<file path="src/rtl/aes_axi_stream_slave.sv">
// AXI4-Stream slave: captures a command word, packs 4x32-bit words into 128-bit blocks for the AES input FIFO.
// Optional build macro AES_SLAVE_BYTE_SWAP_EN byte-reverses each data word before packing.
module aes_axi_stream_slave #(
    parameter int C_S_AXIS_TDATA_WIDTH = 32,
    parameter int FIFO_DATA_WIDTH      = 128,
    parameter int WORD_CNT_WIDTH       = 2
) (
    input  logic                              s00_axis_aclk,
    input  logic                              s00_axis_areset,
    input  logic                              s00_axis_tvalid,
    output logic                              s00_axis_tready,
    input  logic [C_S_AXIS_TDATA_WIDTH-1:0]   s00_axis_tdata,
    input  logic [C_S_AXIS_TDATA_WIDTH/8-1:0] s00_axis_tstrb,
    input  logic                              s00_axis_tlast,
    output logic [FIFO_DATA_WIDTH-1:0]        in_fifo_data,
    output logic                              in_fifo_write_tvalid,
    input  logic                              in_fifo_write_tready,
    output logic [C_S_AXIS_TDATA_WIDTH-1:0]   aes_cmd,
    output logic                              aes_cmd_valid,
    output logic                              axis_slave_done,
    output logic                              blk_short_err
);

    localparam logic [WORD_CNT_WIDTH-1:0] LAST_WORD =
        WORD_CNT_WIDTH'(FIFO_DATA_WIDTH / C_S_AXIS_TDATA_WIDTH - 1);

    typedef enum logic [1:0] {S_CMD, S_COLLECT, S_PUSH} state_t;

    state_t                            r_state;
    state_t                            w_next;
    logic [WORD_CNT_WIDTH-1:0]         r_word_cnt;
    logic [FIFO_DATA_WIDTH-1:0]        r_blk;
    logic                              r_blk_last;
    logic [C_S_AXIS_TDATA_WIDTH-1:0]   r_cmd;
    logic                              r_cmd_valid;
    logic                              r_done;
    logic                              r_short_err;

    logic                              w_hs;
    logic                              w_blk_end;
    logic                              w_bad_strb;
    logic [C_S_AXIS_TDATA_WIDTH-1:0]   w_word;

    assign s00_axis_tready      = (r_state != S_PUSH);
    assign in_fifo_write_tvalid = (r_state == S_PUSH);
    assign in_fifo_data         = r_blk;
    assign aes_cmd              = r_cmd;
    assign aes_cmd_valid        = r_cmd_valid;
    assign axis_slave_done      = r_done;
    assign blk_short_err        = r_short_err;

    assign w_hs       = s00_axis_tvalid && s00_axis_tready;
    assign w_blk_end  = (r_word_cnt == LAST_WORD) || s00_axis_tlast;
    assign w_bad_strb = (s00_axis_tstrb != '1);

`ifdef AES_SLAVE_BYTE_SWAP_EN
    assign w_word = {s00_axis_tdata[7:0], s00_axis_tdata[15:8],
                     s00_axis_tdata[23:16], s00_axis_tdata[31:24]};
`else
    assign w_word = s00_axis_tdata;
`endif

    always_comb begin
        w_next = r_state;
        case (r_state)
            S_CMD:     if (w_hs && !s00_axis_tlast) w_next = S_COLLECT;
            S_COLLECT: if (w_hs && w_blk_end)       w_next = S_PUSH;
            S_PUSH:    if (in_fifo_write_tready)    w_next = r_blk_last ? S_CMD : S_COLLECT;
            default:                                w_next = S_CMD;
        endcase
    end

    always_ff @(posedge s00_axis_aclk or posedge s00_axis_areset) begin
        if (s00_axis_areset) r_state <= S_CMD;
        else                 r_state <= w_next;
    end

    always_ff @(posedge s00_axis_aclk or posedge s00_axis_areset) begin
        if (s00_axis_areset) begin
            r_word_cnt  <= '0;
            r_blk       <= '0;
            r_blk_last  <= 1'b0;
            r_cmd       <= '0;
            r_cmd_valid <= 1'b0;
            r_done      <= 1'b0;
            r_short_err <= 1'b0;
        end else begin
            r_cmd_valid <= 1'b0;
            r_done      <= 1'b0;
            case (r_state)
                S_CMD: begin
                    if (w_hs) begin
                        r_cmd       <= s00_axis_tdata;
                        r_cmd_valid <= 1'b1;
                        r_short_err <= w_bad_strb;
                        r_word_cnt  <= '0;
                        r_blk       <= '0;
                        r_done      <= s00_axis_tlast;
                    end
                end
                S_COLLECT: begin
                    if (w_hs) begin
                        r_blk[C_S_AXIS_TDATA_WIDTH*r_word_cnt +: C_S_AXIS_TDATA_WIDTH] <= w_word;
                        r_word_cnt <= r_word_cnt + WORD_CNT_WIDTH'(1);
                        if (w_blk_end) r_blk_last <= s00_axis_tlast;
                        // Short final block keeps its zeroed upper slots; only the flag records it.
                        if (w_bad_strb || (s00_axis_tlast && r_word_cnt != LAST_WORD))
                            r_short_err <= 1'b1;
                    end
                end
                S_PUSH: begin
                    if (in_fifo_write_tready) begin
                        r_word_cnt <= '0;
                        r_blk      <= '0;
                        r_done     <= r_blk_last;
                    end
                end
                default: ;
            endcase
        end
    end

endmodule

</file>
<file path="config.mk">
export PLATFORM = sky130hd
export DESIGN_NAME = aes_axi_stream_slave
export DESIGN_NICKNAME = d
export VERILOG_FILES = /design/src/rtl/aes_axi_stream_slave.sv
export SDC_FILE = /design/constraint.sdc
export NUM_CORES = 1
export LEC_CHECK = 0
export BUFFER_PORTS_ARGS = -buffer_cell sky130_fd_sc_hd__buf_4
export CAP_MARGIN = 20
export CORE_MARGIN = 1.5
export CORE_UTILIZATION = 57
export DETAILED_ROUTE_END_ITERATION = 7
export PLACE_DENSITY = 0.86
export SKIP_CTS_REPAIR_TIMING = 1
export SYNTH_ARGS = -nofsm -noshare
export SYNTH_HDL_FRONTEND = slang
export SYNTH_SLANG_ARGS = --single-unit
</file>
<file path="constraint.sdc">
create_clock -name s00_axis_aclk -period 13.2 [get_ports s00_axis_aclk]
set_clock_uncertainty 0.15 [all_clocks]
set_input_delay 1.32 -clock s00_axis_aclk [delete_from_list [all_inputs] [get_ports s00_axis_aclk]]
set_output_delay 1.32 -clock s00_axis_aclk [all_outputs]
set_load 0.005 [all_outputs]
</file>
==> results_dict.tcl, run 1 <==
set metrics [dict create \
    status "complete, no violations" \
    overflow 0 \
    power.total_mw 1.82 \
    reg2reg_depth 3 \
    multi_input_area_sq_um 3110 \
    vias 5527 \
    htree_num_levels 4 \
    gp_congestion 0.815 \
    top_level_ports 206 \
    cp_data_arrival_time_ns 2.00 \
    switching_share_pct 34.0 \
    final_cells 957 \
    hold_end "in_fifo_data[92]$_DFFE_PP0P_" \
    synth_edf_count 0 \
    synth_top_area_cell "dfrtp_1" \
    cts_buffers 17 \
    r2r_start "r_state[0]$_DFFE_PP0P_" \
    seq_area_sq_um 4210 \
    hold_path.class "reg -> reg" \
    postSynthCellCount 586 \
    hold_viol_final 0 \
    grt_max_degree 93 \
    max_freq_mhz 288 \
    die_y_microns 119 \
    fp.dieArea_sq_um 14100 \
    first_global_vias 5894 \
    synthTopCellsByArea "dfrtp_1 (55%), mux2_2 (16%), and3_1 (7.8%), o31ai_2 (4.9%), o211ai_1 (3.1%)" \
    ant_nets 0 \
    syn_area_sq_um 7650 \
    start_util_pct 58.0 \
    fill_cells 854 \
    worstSetupPathType "reg -> out" \
    cts.path.max_buffers 2 \
    drive_gt1_share_pct 51.2 \
    synth_area_per_cell_sq_um 13.1 \
    fin_crit_ns 3.47 \
    grtUsageTotal_pct 29.8 \
    portBuffers 205 \
    synth.top_cells.by_count "dfrtp_1 (168), mux2_2 (110), and3_1 (96), inv_1 (38), o211ai_1 (32)" \
    cts_root_buf "clkbuf_16" \
    synthArstFlopShare_pct 100 \
    p_int_mw 1.20 \
    grt_pass1_wl_microns 32100 \
    r2r-end "aes_cmd[2]$_DFFE_PP0P_" \
    path_cells "nand2b_1, inv_1, buf_4" \
    drv_cap 0 \
    slowest_delay_ns 1.03 \
    ys_types 38 \
    coreArea_sq_um 13200 \
    drc 0 \
    tightest_slew_ns 1.09 \
    power.density_nw_per_um2 183 \
    n_antenna_cell 0 \
    holdPathStages 1 \
    areaGrowthSynthToFinish_pct 29.8 \
    synth_top_area_share_pct 54.9 \
    ys_warn_count 0 \
    synth_seq_area_share_pct 54.9 \
    ys.flop_type "dfrtp_1" \
    finalMaxSlewViolations 0 \
    post-place-ws_ns 9.77 \
    drt-vias-per-instance 5.78 \
    period_share_pct 26.3 \
    synth_nets 633 \
    setup_ws_ns 9.73 \
    ir_worst_vdd_uv 125 \
    antenna_found_initial 0 \
    die_x_microns 119 \
    synth_most_common_cell "dfrtp_1" \
    rsz0062_at_grt "no" \
    drtIter0Drc 312 \
    p_clk_share_pct 27.4 \
    clock_sinks 168 \
    startpoint_type "register" \
    slew_headroom_pct 27.0 \
    placed_cells_incl_taps 921 \
    path_clk_slew_ns 0.06 \
    cts_tree "built" \
    crit_fanout 46 \
    hp-start "in_fifo_data[92]$_DFFE_PP0P_" \
    drt_wl_total_microns 20300 \
    fin_tns_setup_ns 0 \
    hpwlAfterDp_microns 13100 \
    wl_per_cell_microns 21.2 \
    cp-startpoint "r_state[0]$_DFFE_PP0P_" \
    required_ns 11.73 \
    reg2reg_slack_ns 10.34 \
    leakage_nw 5.41 \
    power_frac_seq_pct 38.6 \
    comb_power_share_pct 34.0 \
    finalSetupViolations 0 \
    clk_latency_ns 0.43 \
    critPathSlowestCell "dfrtp_2" \
    drt_pass1_iterations 4 \
    p_switching_mw 0.619 \
    final_nets 815 \
    crit_path_end_kind "output pin" \
    rows 42 \
    synth-seq-cells 168 \
]
## power groups by stage
| stage | clock [mW] | combinational, mW | sequential [mW] |
|---|---|---|---|
| 5_1_grt | 0.526 | 0.660 | 0.714 |
| 3_5_place_dp | 0 | 0.605 | 0.709 |
| 6_report | 0.500 | 0.618 | 0.702 |
| 3_3_place_gp | 0 | 0.586 | 0.699 |
| 2_1_floorplan | 0 | 0.378 | 0.680 |
| 4_1_cts | 0.504 | 0.608 | 0.701 |
## cell families after synthesis
group,count (synthesis),synth area share (%)
adders and majority gates,6,0.981
muxes,130,19.1
and+or+nand+nor,113,9.52
buffers and inverters,90,5.51
AOI/OAI and AO/OA,79,9.94
DFF,168,54.9
## metal layers
| layer | part of all wire (%) | track usage [%] |
|---|---|---|
| met3 | 6.5 | 7.95 |
| met5 | 0 | 0 |
| met2 | 53 | 50.7 |
| met1 | 39 | 37.0 |
| met4 | 1.5 | 10.5 |
## flip-flops by register name, summed over array words and instances, names as in the netlist
signal and flops:
r_state 2, in_fifo_data 128, axis_slave_done 1, r_word_cnt 2, aes_cmd_valid 1, aes_cmd 32
blk_short_err 1, r_blk_last 1
## worst max path at each step
| stage | end | cells after the start |
|---|---|---|
| after detailed placement | in_fifo_data[73]$_DFFE_PP0P_ | 5 |
| after global routing | in_fifo_write_tvalid | 3 |
| final | in_fifo_write_tvalid | 3 |
| after floorplan | aes_cmd[0]$_DFFE_PP0P_ | 1 |
| after global placement | aes_cmd[27]$_DFFE_PP0P_ | 4 |
| after CTS | in_fifo_write_tvalid | 3 |
## layout by cell type, fill, tap and decap left out, types with 6 or more instances in the layout
cell type and n:
o211ai_1 32, inv_1 37, and3_1 96, buf_4 210
mux2_2 110, mux2_1 19, clkbuf_16 17, ha_1 6
o31ai_2 30, dfrtp_1 167
## cell type report
type,count,share of cell area [%]
Clock inverter,11,1.21
Inverter,38,1.49
Sequential cell,168,42.3
Tap cell,176,2.22
Multi-Input combinational cell,328,31.3
Clock buffer,21,4.84
Timing Repair Buffer,215,16.6
## through the flow
stage,area (sq um),util (%),hold WS [ns]
6_report,9930,75.3,0.341
5_1_grt,9930,75.3,0.372
2_1_floorplan,7650,-,0.333
3_5_place_dp,9270,70.3,0.327
4_1_cts,9870,74.8,0.341
3_3_place_gp,9260,70.2,0.320
## critical path: cells and delay by family, from the launching register on
| kind | cells | cell delay [ns] |
|---|---|---|
| buf+inv | 2 | 0.21 |
| flops | 1 | 1.03 |
| simple gates | 1 | 0.33 |
(Power assumes the default switching activity.)
==> run 2: changes to the inputs <==
CORE_UTILIZATION = 53   (was 57)
PLACE_DENSITY = 0.8   (was 0.86)
clock period = 3.2 ns   (was 13.2 ns; I/O delays follow)
==> results_dict.tcl, run 2 (synthesized netlist as in run 1, its figures left out) <==
set metrics [dict create \
    dr_wl_met3_microns 1250 \
    top_layer "met4" \
    top_level_ports 206 \
    power.total_mw 7.93 \
    htree_num_levels 4 \
    first_global_vias 5876 \
    drv_cap 0 \
    fin_tns_setup_ns 0 \
    hpwlAfterDp_microns 13700 \
    finalMaxSlewViolations 0 \
    reg2reg_depth 3 \
    slew_headroom_pct 21.8 \
    setup.worst_path.end "in_fifo_data[36]$_DFFE_PP0P_" \
    crit_fanout 32 \
    fill_cells 986 \
    cts.path.max_buffers 2 \
    crit_path_end_kind "register" \
    layout_commonest_cell "buf_4" \
    path_cells "mux2i_4, o2bb2ai_4, mux2_1" \
    startpoint_type "register" \
    die_x_microns 123 \
    wl_per_cell_microns 21.0 \
    cp-startpoint "r_state[1]$_DFFE_PP0P_" \
    p_int_mw 5.40 \
    vias 5573 \
    worstSetupPathType "reg -> reg" \
    grtUsageTotal_pct 27.6 \
    cts_buffers 17 \
    switching_share_pct 31.9 \
    drt_pass1_iterations 4 \
    required_ns 3.36 \
    drtIter0Drc 241 \
    max_freq_mhz 354 \
    leakage_nw 5.51 \
    cts_tree "built" \
    p_clk_share_pct 30.9 \
    comb_power_share_pct 33.0 \
    start_util_pct 54.7 \
    rows 43 \
    coreArea_sq_um 14000 \
    cts_root_buf "clkbuf_16" \
    tightest_slew_ns 1.17 \
    grt_pass1_wl_microns 31500 \
    areaGrowthSynthToFinish_pct 32.2 \
    final_nets 823 \
    slowest_delay_ns 0.87 \
    power.density_nw_per_um2 784 \
    hold_viol_final 0 \
    power_frac_seq_pct 36.2 \
    fp.dieArea_sq_um 15200 \
    n_antenna_cell 0 \
    gp_congestion 0.775 \
    layout_common_cells "buf_4 (217), dfrtp_1 (167), mux2_2 (110)" \
    cp_data_arrival_time_ns 2.98 \
    overflow 0 \
    r2r_start "r_state[1]$_DFFE_PP0P_" \
    met1_length_microns 8360 \
    drt-vias-per-instance 5.76 \
    p_switching_mw 2.53 \
    status "complete, no violations" \
    drt_wl_total_microns 20400 \
    routed-wl-met2_microns 10300 \
    r2r-end "in_fifo_data[36]$_DFFE_PP0P_" \
    clk_latency_ns 0.42 \
    ir_worst_vdd_uv 559 \
    critPathSlowestCell "mux2i_4" \
    ant_nets 0 \
    drc 0 \
    finalSetupViolations 0 \
    fin_crit_ns 2.82 \
    drive_gt1_share_pct 51.0 \
    path_clk_slew_ns 0.06 \
    die_y_microns 123 \
    antenna_found_initial 0 \
    period_share_pct 88.2 \
    largest_reg_flops 128 \
    portBuffers 205 \
    grt_max_degree 103 \
    rsz0062_at_grt "no" \
    hold_path.class "in -> reg" \
    clock_sinks 168 \
    reg2reg_slack_ns 0.38 \
]
[run 2: cell types whose count changed in the layout (fill, tap and decap cells not counted), sizes merged]
cell,previous run,this run
clkinvlp,3,1
bufinv,2,7
clkbuf,21,24
inv,39,37
clkinv,5,0
buf,215,220
dlygate4sd3,0,3
[run 2: layer usage]
metal	vias to the layer above	global-route usage (%)
met3	31	7.66
met4	0	10.4
met5	-	0
met2	191	46.4
met1	2872	34.0
li1	2479	-
[run 2: critical path, delay by kind of cell, from the launching register on]
family | cells | cell delay (ns)
muxes | 2 | 1.34
DFF | 1 | 0.68
AOI/OAI and AO/OA | 1 | 0.51
[run 2: power by group through the flow]
stage / clock network [mW] / logic, mW / registers, mW
final: 2.45 / 2.61 / 2.87
after global routing: 2.56 / 2.78 / 2.92
after CTS: 2.47 / 2.62 / 2.87
after global placement: 0 / 2.51 / 2.87
after floorplan: 0 / 1.56 / 2.80
after detailed placement: 0 / 2.61 / 2.90
[run 2: final cells by class]
| type | instances | area, sq um | area share, % |
|---|---|---|---|
| Sequential cell | 168 | 4210 | 41.6 |
| Multi-Input combinational cell | 328 | 3110 | 30.7 |
| Timing Repair Buffer | 223 | 1720 | 17.0 |
| Tap cell | 180 | 225 | 2.23 |
| Inverter | 38 | 146 | 1.45 |
| Clock buffer | 24 | 502 | 4.96 |
| Clock inverter | 7 | 210 | 2.08 |
[run 2: per-stage QoR]
stage / hold slack [ns] / util (%) / setup slack (ns) / cell area (sq um) / instances
finish: 0.0123 / 72.3 / 0.379 / 10100 / 968
CTS: -0.305 / 72.1 / 0.413 / 10100 / 965
global route: 0.00317 / 72.3 / 0.254 / 10100 / 968
floorplan: 0.259 / - / 0.589 / 7660 / 586
detailed placement: 0.151 / 67.0 / 0.426 / 9380 / 934
global placement: 0.134 / 67.0 / 0.559 / 9380 / 934
[run 2: worst min path at each step]
stage                                          to  cells after the start            startpoint  slack, ns
global placement          aes_cmd[30]$_DFFE_PP0P_                      2       s00_axis_areset       0.13
global route               aes_cmd[3]$_DFFE_PP0P_                      2     s00_axis_tdata[3]      0.003
floorplan                  r_state[1]$_DFFE_PP0P_                      1  in_fifo_write_tready       0.26
finish                     aes_cmd[3]$_DFFE_PP0P_                      2     s00_axis_tdata[3]       0.01
detailed placement        aes_cmd[30]$_DFFE_PP0P_                      2       s00_axis_areset       0.15
CTS                 in_fifo_data[125]$_DFFE_PP0P_                      2       s00_axis_areset      -0.30
==> run 3: changes to the inputs <==
BUFFER_PORTS_ARGS = not set   (was -buffer_cell sky130_fd_sc_hd__buf_4)
CORE_UTILIZATION = 65   (was 53)
CTS_CLUSTER_SIZE = 8   (was not set)
DONT_BUFFER_PORTS = 1   (was not set)
PLACE_DENSITY = 0.81   (was 0.8)
clock period = 3.3 ns   (was 3.2 ns; I/O delays follow)
==> results_dict.tcl, run 3 (synthesized netlist as in run 1, its figures left out) <==
set metrics [dict create \
    startpoint_type "register" \
    slew_headroom_pct 26.5 \
    path_buf_inv 1 \
    ir_worst_vdd_uv 665 \
    portBuffers 0 \
    cts_tree "built" \
    layout_common_cells "dfrtp_1 (167), mux2_2 (110), and3_1 (96)" \
    path_cells "inv_1, ha_1, and4b_1, and3_1, mux2_2" \
    whs_ns -0.000952 \
    fill_cells 685 \
    cp_data_arrival_time_ns 2.84 \
    cts.path.max_buffers 2 \
    hp-start "s00_axis_tvalid" \
    finalSetupViolations 0 \
    clock_sinks 168 \
    drt-vias-per-instance 6.65 \
    ant_nets 0 \
    crit_family "simple AND/OR/NAND/NOR gates" \
    drtIter0Drc 414 \
    layout_commonest_cell "dfrtp_1" \
    rows 39 \
    fin_tns_setup_ns 0 \
    htree_num_levels 4 \
    critPathSlowestCell "and4b_1" \
    status "complete, but fails checks" \
    final_nets 653 \
    slowest_delay_ns 0.96 \
    n_antenna_cell 0 \
    die_y_microns 112 \
    drive_gt1_share_pct 32.0 \
    finalInstanceArea_sq_um 8790 \
    hold_viol_final 1 \
    place_area_sq_um 7810 \
    drc 0 \
    die_x_microns 112 \
    hold_path.class "in -> reg" \
    worstSetupPathType "reg -> reg" \
    antenna_found_initial 0 \
    hpwlAfterDp_microns 12200 \
    cts_buffers 17 \
    fp.dieArea_sq_um 12400 \
    drt_pass1_iterations 4 \
    largest_reg_flops 128 \
    first_global_vias 5092 \
    period_share_pct 79.5 \
    path_clk_slew_ns 0.06 \
    wl_per_cell_microns 26.5 \
    crit_fanout 32 \
    tightest_slew_ns 1.10 \
    start_util_pct 66.7 \
    r2r_start "r_word_cnt[0]$_DFFE_PP0P_" \
    required_ns 3.51 \
    violations "negative hold slack" \
    grtUsageTotal_pct 30.7 \
    gp_congestion 0.760 \
    grt_max_degree 71 \
    areaGrowthSynthToFinish_pct 14.8 \
    drt_wl_total_microns 20200 \
    reg2reg_slack_ns 0.68 \
    rsz0062_at_grt "no" \
    fin_crit_ns 2.62 \
    clk_latency_ns 0.42 \
    cts_root_buf "clkbuf_16" \
    finalMaxSlewViolations 0 \
    leakage_nw 4.55 \
    overflow 0 \
    max_freq_mhz 381 \
    top_level_ports 206 \
    power.density_nw_per_um2 778 \
    cp-startpoint "r_word_cnt[0]$_DFFE_PP0P_" \
    vias 5064 \
    crit_path_end_kind "register" \
    coreArea_sq_um 11500 \
    drv_cap 0 \
    grt_pass1_wl_microns 29200 \
]
## run 3: report_power, final
group / switching, mW / leakage, nW / internal, mW
combinational: 1.16 / 2.00 / 0.775
sequential: 0.420 / 2.25 / 2.46
clock: 0.778 / 0.298 / 1.25
## run 3: cell type report
| class | count | area (sq um) | share of cell area (%) |
|---|---|---|---|
| clock buffer | 24 | 482 | 5.48 |
| clock inverter | 8 | 119 | 1.35 |
| inverter | 38 | 146 | 1.67 |
| multi-input combinational | 328 | 3110 | 35.4 |
| sequential | 168 | 4210 | 47.9 |
| tap | 143 | 179 | 2.04 |
| timing repair buffer | 53 | 546 | 6.21 |
## run 3: worst paths after layout
kind	to	depth (start not counted)
worst max-delay path	in_fifo_data[67]$_DFFE_PP0P_	5
worst min-delay path	r_state[1]$_DFFE_PP0P_	2
worst max register to register	in_fifo_data[67]$_DFFE_PP0P_	5
worst min register to register	in_fifo_data[92]$_DFFE_PP0P_	1
max in group asynchronous	r_state[0]$_DFFE_PP0P_	3
min in group asynchronous	aes_cmd[0]$_DFFE_PP0P_	2
## run 3: routing by layer
metal / track usage (%) / share of wire, % / wire, microns
met1: 39.0 / 38 / 7750
met2: 48.6 / 50 / 10100
met3: 10.7 / 9.6 / 1940
met4: 12.7 / 1.9 / 386
met5: 0 / 0 / 0
## run 3: metrics by stage
stage          setup slack (ns)  cells  utilization (%)  power, mW  hold slack, ns
2_1_floorplan             0.679    586                -       4.23           0.269
3_3_place_gp              0.827    693             68.1       4.65           0.174
3_5_place_dp              0.735    693             68.1       4.74           0.199
4_1_cts                   0.743    725             73.4       6.76          -0.251
5_1_grt                   0.503    762             76.6       7.10          0.0138
6_report                  0.676    762             76.6       6.84       -0.000952
